[src/rtl/uart_rx.sv]
// UART receiver: 16x oversampled, 8N1, majority-of-three filtering,
// registered one-cycle data/error strobes.
module uart_rx #(
  parameter int SYNC_STAGES = 2
) (
  input  logic       clk_i,
  input  logic       rst_i,
  input  logic       tick_i,
  input  logic       rxd_i,
  output logic [7:0] data_o,
  output logic       data_valid_o,
  output logic       frame_err_o,
  output logic       busy_o
);

  typedef enum logic [2:0] {
    IDLE      = 3'd0,
    START     = 3'd1,
    DATA      = 3'd2,
    STOP      = 3'd3,
    WAIT_HIGH = 3'd4
  } state_t;

  logic [SYNC_STAGES-1:0] sync_reg;
  logic                   rxd_s;
  logic [2:0]             samp_reg;
  logic [2:0]             samp_next;
  logic                   maj;
  state_t                 state_reg;
  logic [3:0]             tcnt_reg;
  logic [2:0]             bcnt_reg;
  logic [7:0]             shift_reg;

  // Line synchronizer; flops reset to the idle (high) level.
  always_ff @(posedge clk_i) begin
    if (rst_i) begin
      sync_reg <= '1;
    end else begin
      sync_reg <= {sync_reg[SYNC_STAGES-2:0], rxd_i};
    end
  end

  assign rxd_s = sync_reg[SYNC_STAGES-1];

  // The deciding tick votes with its own sample plus the two before it.
  assign samp_next = {samp_reg[1:0], rxd_s};
  assign maj = (samp_next[0] & samp_next[1]) |
               (samp_next[0] & samp_next[2]) |
               (samp_next[1] & samp_next[2]);

  always_ff @(posedge clk_i) begin
    if (rst_i) begin
      state_reg    <= IDLE;
      tcnt_reg     <= 4'd0;
      bcnt_reg     <= 3'd0;
      samp_reg     <= 3'b111;
      shift_reg    <= 8'h00;
      data_o       <= 8'h00;
      data_valid_o <= 1'b0;
      frame_err_o  <= 1'b0;
      busy_o       <= 1'b0;
    end else begin
      data_valid_o <= 1'b0;
      frame_err_o  <= 1'b0;
      if (tick_i) begin
        samp_reg <= samp_next;
        case (state_reg)
          IDLE: begin
            if (!rxd_s) begin
              state_reg <= START;
              tcnt_reg  <= 4'd0;
              busy_o    <= 1'b1;
            end
          end
          START: begin
            tcnt_reg <= tcnt_reg + 4'd1;
            // Mid-point of the start bit: confirm it is still low.
            if (tcnt_reg == 4'd7) begin
              if (maj) begin
                state_reg <= IDLE;
                tcnt_reg  <= 4'd0;
                busy_o    <= 1'b0;
              end else begin
                state_reg <= DATA;
                tcnt_reg  <= 4'd0;
                bcnt_reg  <= 3'd0;
              end
            end
          end
          DATA: begin
            tcnt_reg <= tcnt_reg + 4'd1;
            if (tcnt_reg == 4'd15) begin
              shift_reg <= {maj, shift_reg[7:1]};
              bcnt_reg  <= bcnt_reg + 3'd1;
              if (bcnt_reg == 3'd7) begin
                state_reg <= STOP;
                tcnt_reg  <= 4'd0;
              end
            end
          end
          STOP: begin
            tcnt_reg <= tcnt_reg + 4'd1;
            if (tcnt_reg == 4'd15) begin
              tcnt_reg <= 4'd0;
              if (maj) begin
                data_o       <= shift_reg;
                data_valid_o <= 1'b1;
                state_reg    <= IDLE;
                busy_o       <= 1'b0;
              end else begin
                frame_err_o <= 1'b1;
                state_reg   <= WAIT_HIGH;
              end
            end
          end
          WAIT_HIGH: begin
            // Hold here through a break so it reports a single error.
            if (rxd_s) begin
              state_reg <= IDLE;
              busy_o    <= 1'b0;
            end
          end
          default: begin
            state_reg <= IDLE;
            tcnt_reg  <= 4'd0;
            bcnt_reg  <= 3'd0;
            busy_o    <= 1'b0;
          end
        endcase
      end
    end
  end

endmodule
[config.mk]
export PLATFORM = sky130hd
export DESIGN_NAME = uart_rx
export DESIGN_NICKNAME = d
export VERILOG_FILES = /design/src/rtl/uart_rx.sv
export SDC_FILE = /design/constraint.sdc
export NUM_CORES = 1
export LEC_CHECK = 0
export BUFFER_PORTS_ARGS = -buffer_cell sky130_fd_sc_hd__buf_2
export CAP_MARGIN = 0
export CORE_MARGIN = 2
export CORE_UTILIZATION = 55
export CTS_CLUSTER_SIZE = 25
export DETAILED_ROUTE_END_ITERATION = 8
export PLACE_DENSITY_LB_ADDON = 0.2
export REMOVE_ABC_BUFFERS = 1
export SETUP_SLACK_MARGIN = 0.4
export SYNTH_ARGS = -nofsm -noshare
export SYNTH_HDL_FRONTEND = slang
export SYNTH_SLANG_ARGS = --single-unit
[constraint.sdc]
create_clock -name clk_i -period 3 [get_ports clk_i]
set_clock_uncertainty 0.05 [all_clocks]
set_input_delay 0.9 -clock clk_i [delete_from_list [all_inputs] [get_ports clk_i]]
set_output_delay 0.9 -clock clk_i [all_outputs]
set_load 0.02 [all_outputs]
Yosys cells after proc, flatten, opt, wreduce, memory -nomap -nowiden
Index checks and enable logic that the tools add are counted.
{"block": "word_totals", "regBits": 33, "inputBits": 4, "out_inout_bits": 11, "wordCells": 73}
{"block": "op_classes", "addsub": 2, "n_eq_ne": 14, "mux": 27, "bitwise": 11, "n_reduce_logical": 9}
{"operator": "3-bit 2-to-1 mux", "n": 10}
{"operator": "4-bit 2-to-1 mux", "n": 5}
{"operator": "4-bit one-hot mux with 5 select lines", "n": 1}
{"operator": "3-bit one-hot mux with 5 select lines", "n": 1}
{"operator": "2-bit != test (second input constant)", "n": 7}
{"operator": "3-bit one-hot mux with 3 select lines", "n": 1}
{"operator": "1-bit 2-to-1 mux", "n": 7}
{"operator": "7-bit AND reduction", "n": 1}
{"operator": "3-bit by 2-bit equality test with 1-bit output (second input constant)", "n": 2}
{"operator": "3-bit equality test (second input constant)", "n": 2}
{"operator": "1-bit NOT", "n": 6}
{"operator": "3-bit AND reduction", "n": 2}
{"operator": "6-bit AND reduction", "n": 1}
{"operator": "1-bit one-hot mux with 5 select lines", "n": 1}
{"operator": "5-bit AND reduction", "n": 1}
{"operator": "4-bit by 1-bit adder with 4-bit output (second input constant)", "n": 1}
{"operator": "4-bit by 3-bit equality test with 1-bit output (second input constant)", "n": 1}
{"operator": "4-bit equality test (second input constant)", "n": 1}
{"operator": "4-bit AND reduction", "n": 1}
{"operator": "4-bit OR reduction", "n": 1}
{"operator": "3-bit by 1-bit adder with 3-bit output (second input constant)", "n": 1}
{"operator": "1-bit AND", "n": 3}
{"operator": "3-bit by 1-bit equality test with 1-bit output (second input constant)", "n": 1}
{"operator": "3-bit logical NOT", "n": 1}
{"operator": "3 further kinds", "n": 4}

Logic depth before layout (Yosys ltp)
{"block": "logic_depth", "depth_word": 6, "ltp_mapped": 6}

Least setup slack after synthesis
OpenSTA, ideal clock, no wires.
{"block": "synth_path", "path_type": "input -> register", "start": "in tick_i", "end": "reg bcnt_reg[2]", "setup_time_ps": 132, "arrival_ps": 1596, "required_ps": 2818, "path_slack_ps": 1222, "stages": 4, "n_path_buf": 0, "cell_sequence": "o21ai_1 or4_4 nand3_1 a21oi_1"}
{"block": "synth_via", "elab_chain_len": 1}
{"item": "start, declared", "line": "8", "text": "input logic tick_i,"}
{"item": "5-bit AND reduction (no line)"}
{"item": "end signal, assigned", "line": "94", "text": "bcnt_reg <= bcnt_reg + 3'd1;"}
{"item": "end, declared", "line": "31", "text": "logic [2:0] bcnt_reg;"}
No other way between the ends.
A chain may end at the register's enable or synchronous reset.

Final worst setup path
{"block": "layout_path", "start": "in tick_i", "end": "reg data_o[0]"}
{"block": "layout_via", "elab_chain_len": 1}
{"item": "4-bit AND reduction (no line)"}
{"item": "end signal, assigned", "line": "106", "text": "data_o <= shift_reg;"}
{"item": "end, declared", "line": "10", "text": "output logic [7:0] data_o,"}
No other way between the ends.

==> summary.txt <==
Floorplanning
  • Initial Util: a little under three fifths
  • Ports: 15
  • DIE WIDTH: 56.6 um
  • DIE HEIGHT: ~57 um
  • Row count: 19
  • Core Box Area: around 0.0027 mm^2
  • Die ar.: 0.00321 mm^2

Hold path
  • Worst Hold Launch: sync_reg[0]
  • Worst min-delay path category: reg -> reg
  • Worst Hold Depth: 1
  • Hold Path End: sync_reg[1]

Setup path
  • FF-to-FF End: data_o[0]
  • Critical path class: in -> reg
  • Worst Path Arrival: roughly 2.2 ns
  • CP Max Fanout: 16
  • R2R depth: 4
  • Worst R2R Setup Slack: a little under 1 ns
  • CP startpoint kind: input port
  • Reg2reg start: state_reg[1]
  • Worst Setup End Kind: register
  • Worst EP required: 3.16 ns

Pwr
  • Leakage: 0.775 nW
  • Share of power burned in registers: 53.5%
  • Clock Power Share: 42.7%
  • P per Cell Area: 505 mW/mm^2
  • Internal power: roughly 0.00065 W
  • Net Switching: around 0.00018 W
  • Switching Share: 22.0%
  • Power share of the combinational group: 3.8%
  • VDD IR max: 0.390 mV

Yosys
  • Number of synthesized flops with an enable pin: 0
  • Register bit count reported by yosys: 33
  • Post-Syn Area: 0.00152 mm^2
  • Synth Flop Type: dfxtp_1
  • Asr flop ratio synth: 0%
  • Synthesized instance count: 162
  • Synth cell types: between 40 and 50
  • Mapped Avg Cell Area: roughly 9.4 um^2
  • Synth warn: 0
  • Post-synthesis sequential area ratio: 43.4%

Clocking
  • Hold_buf cts: 0
  • Bufs on Longest Clock Path: 2
  • CTS Buf Count: 5
  • Htree depth: 2
  • Clk Latency, worst-skew pair: 0.34 ns
  • Clock sink count: 33
  • CTS tree: done
  • Post-CTS resize count: 0
  • Clock-pin slew on the worst setup and hold paths: about 0.11 ns
  • Post-CTS setup buffers: 0
  • CTS root buffer: clkbuf_4

Timing
  • Hold slack: 0.368 ns
  • Slew Viols, Final: 0
  • Final setup viols: 0
  • Final hold viol count: 0
  • Worst setup margin: 0.975 ns
  • Crit share post-route: 67.5%
  • Rel. slew slack: 56.2%
  • Setup tns final: 0 ns
  • Final min period: between 2 and 2.5 ns
  • Worst-margin pin slew: approximately 0.66 ns
  • Max Fclk: 0.494 GHz
  • RSZ-0062 raised after global routing: no

Run
  • # Max-Cap Violations: 0

Detailed routing
  • Drt wl/cell: 14.1 um
  • DRT Pass-1 Iters: 4
  • Via-to-Cell Ratio: between 5 and 6
  • Post-route ant nets: 0
  • Drt total wl: 2880 um
  • Remaining DRCs: 0
  • First DRT Iteration DRCs: 30
  • Via count: 1,206

Placed design
  • Post-DP HPWL: 1880 um
  • I/O Buffers: 14
  • Pre-CTS setup slack: 0.608 ns
  • GP Congestion: 0.834

GRT
  • GRT Overall Usage: 18.6%
  • Vias in the first global route: 1,055
  • Overflow after GRT: 0
  • Global-route wire length before repair: approximately 4600 um
  • Initial antenna violation count: 0
  • Largest net degree at the start of global routing: 35

Cells and area
  • Diode count: 0
  • Fillers: 250
  • Area Growth Syn to Fin: 8.71%
  • Total Nets Final: 179
  • Share of cells above drive strength 1: 17.3%

Outcome
  • Status: finished clean
## cell usage in the layout (no fill, tap or decap), drive strengths merged, types with 3 or more instances in the layout
master,netlist,routed
a211o,3,3
nor2b,4,4
nand4,3,3
a21oi,11,11
nor2,21,21
dfxtp,33,33
nand3,8,8
nand2,8,8
clkbuf,4,7
o21ai,5,5
or2,5,5
ha,3,3
mux2i,17,17
nand2b,4,4
buf,7,14
## worst max-delay path by stage
stage                       startpoint         to  slack (ns)  cells after the start
after global placement          tick_i  data_o[5]        0.70                      5
after detailed placement        tick_i  data_o[0]        0.61                      5
after global routing      state_reg[1]  data_o[7]        0.80                      4
after CTS                       tick_i  data_o[0]        0.98                      5
after floorplan                 tick_i  data_o[0]        1.13                      4
final                           tick_i  data_o[0]        0.97                      5
## worst max-delay path, cell delays in order
cell	delay, ns
buf_2	0.25
and4b_1	0.26
nand3_1	0.41
mux2i_1	0.31
nor2_1	0.05
## layer usage
layer,part of all wire (%),vias up,track usage [%],wire length [um]
met5,0,-,0,0
met4,0.83,0,7.48,24
met3,5.1,4,6.91,148
met2,46,29,28.2,1330
met1,48,570,23.8,1370
li1,-,603,-,-
## Yosys cell counts (all sizes together) (4+ instances only)
library cell	instances	area (um^2)
buf	7	46.3
clkbuf	4	15.0
a21oi	11	55.1
nor2	21	81.3
dfxtp	33	661
mux2i	17	170
nand2	8	30.0
nor2b	4	25.0
or2	5	31.3
nand2b	4	25.0
o21ai	5	25.0
nand3	8	40.0
## per-stage QoR
stage	area [um^2]	cells	power, W	util, %
global route	1660	204	0.000862	61.6
CTS	1660	204	0.000839	61.6
floorplan	1460	151	0.000474	-
global placement	1570	196	0.000488	58.5
detailed placement	1570	196	0.000490	58.5
finish	1660	204	0.000837	61.6
## layout make-up
cell class              instances  area [um^2]  area share (%)
multi-input cells             117          797            48.1
flip-flops and latches         33          661            39.9
repair buffers                 14         70.1            4.23
clock buffers                   7         55.1            3.33
well taps                      31         38.8            2.34
clock inverters                 1         30.0            1.81
inverters                       1         3.75           0.227
## power groups by stage
stage | Sequential (W) | Clock (W) | Combinational [W]
2_1_floorplan | 0.000458 | 0 | 0.0000164
3_3_place_gp | 0.000457 | 0 | 0.0000306
3_5_place_dp | 0.000458 | 0 | 0.0000318
4_1_cts | 0.000448 | 0.000360 | 0.0000320
5_1_grt | 0.000448 | 0.000378 | 0.0000355
6_report | 0.000448 | 0.000357 | 0.0000320
## kinds of logic after synthesis
family / after synthesis / synth area share, %
and+or+nand+nor: 63 / 22.6
DFF: 33 / 43.4
adders and majority gates: 4 / 3.20
xor gates and xnor gates: 2 / 1.15
muxes: 17 / 11.2
AOI/OAI and AO/OA: 31 / 14.2
buffers and inverters: 12 / 4.27
Note: power is estimated with default switching activity, not from simulation.
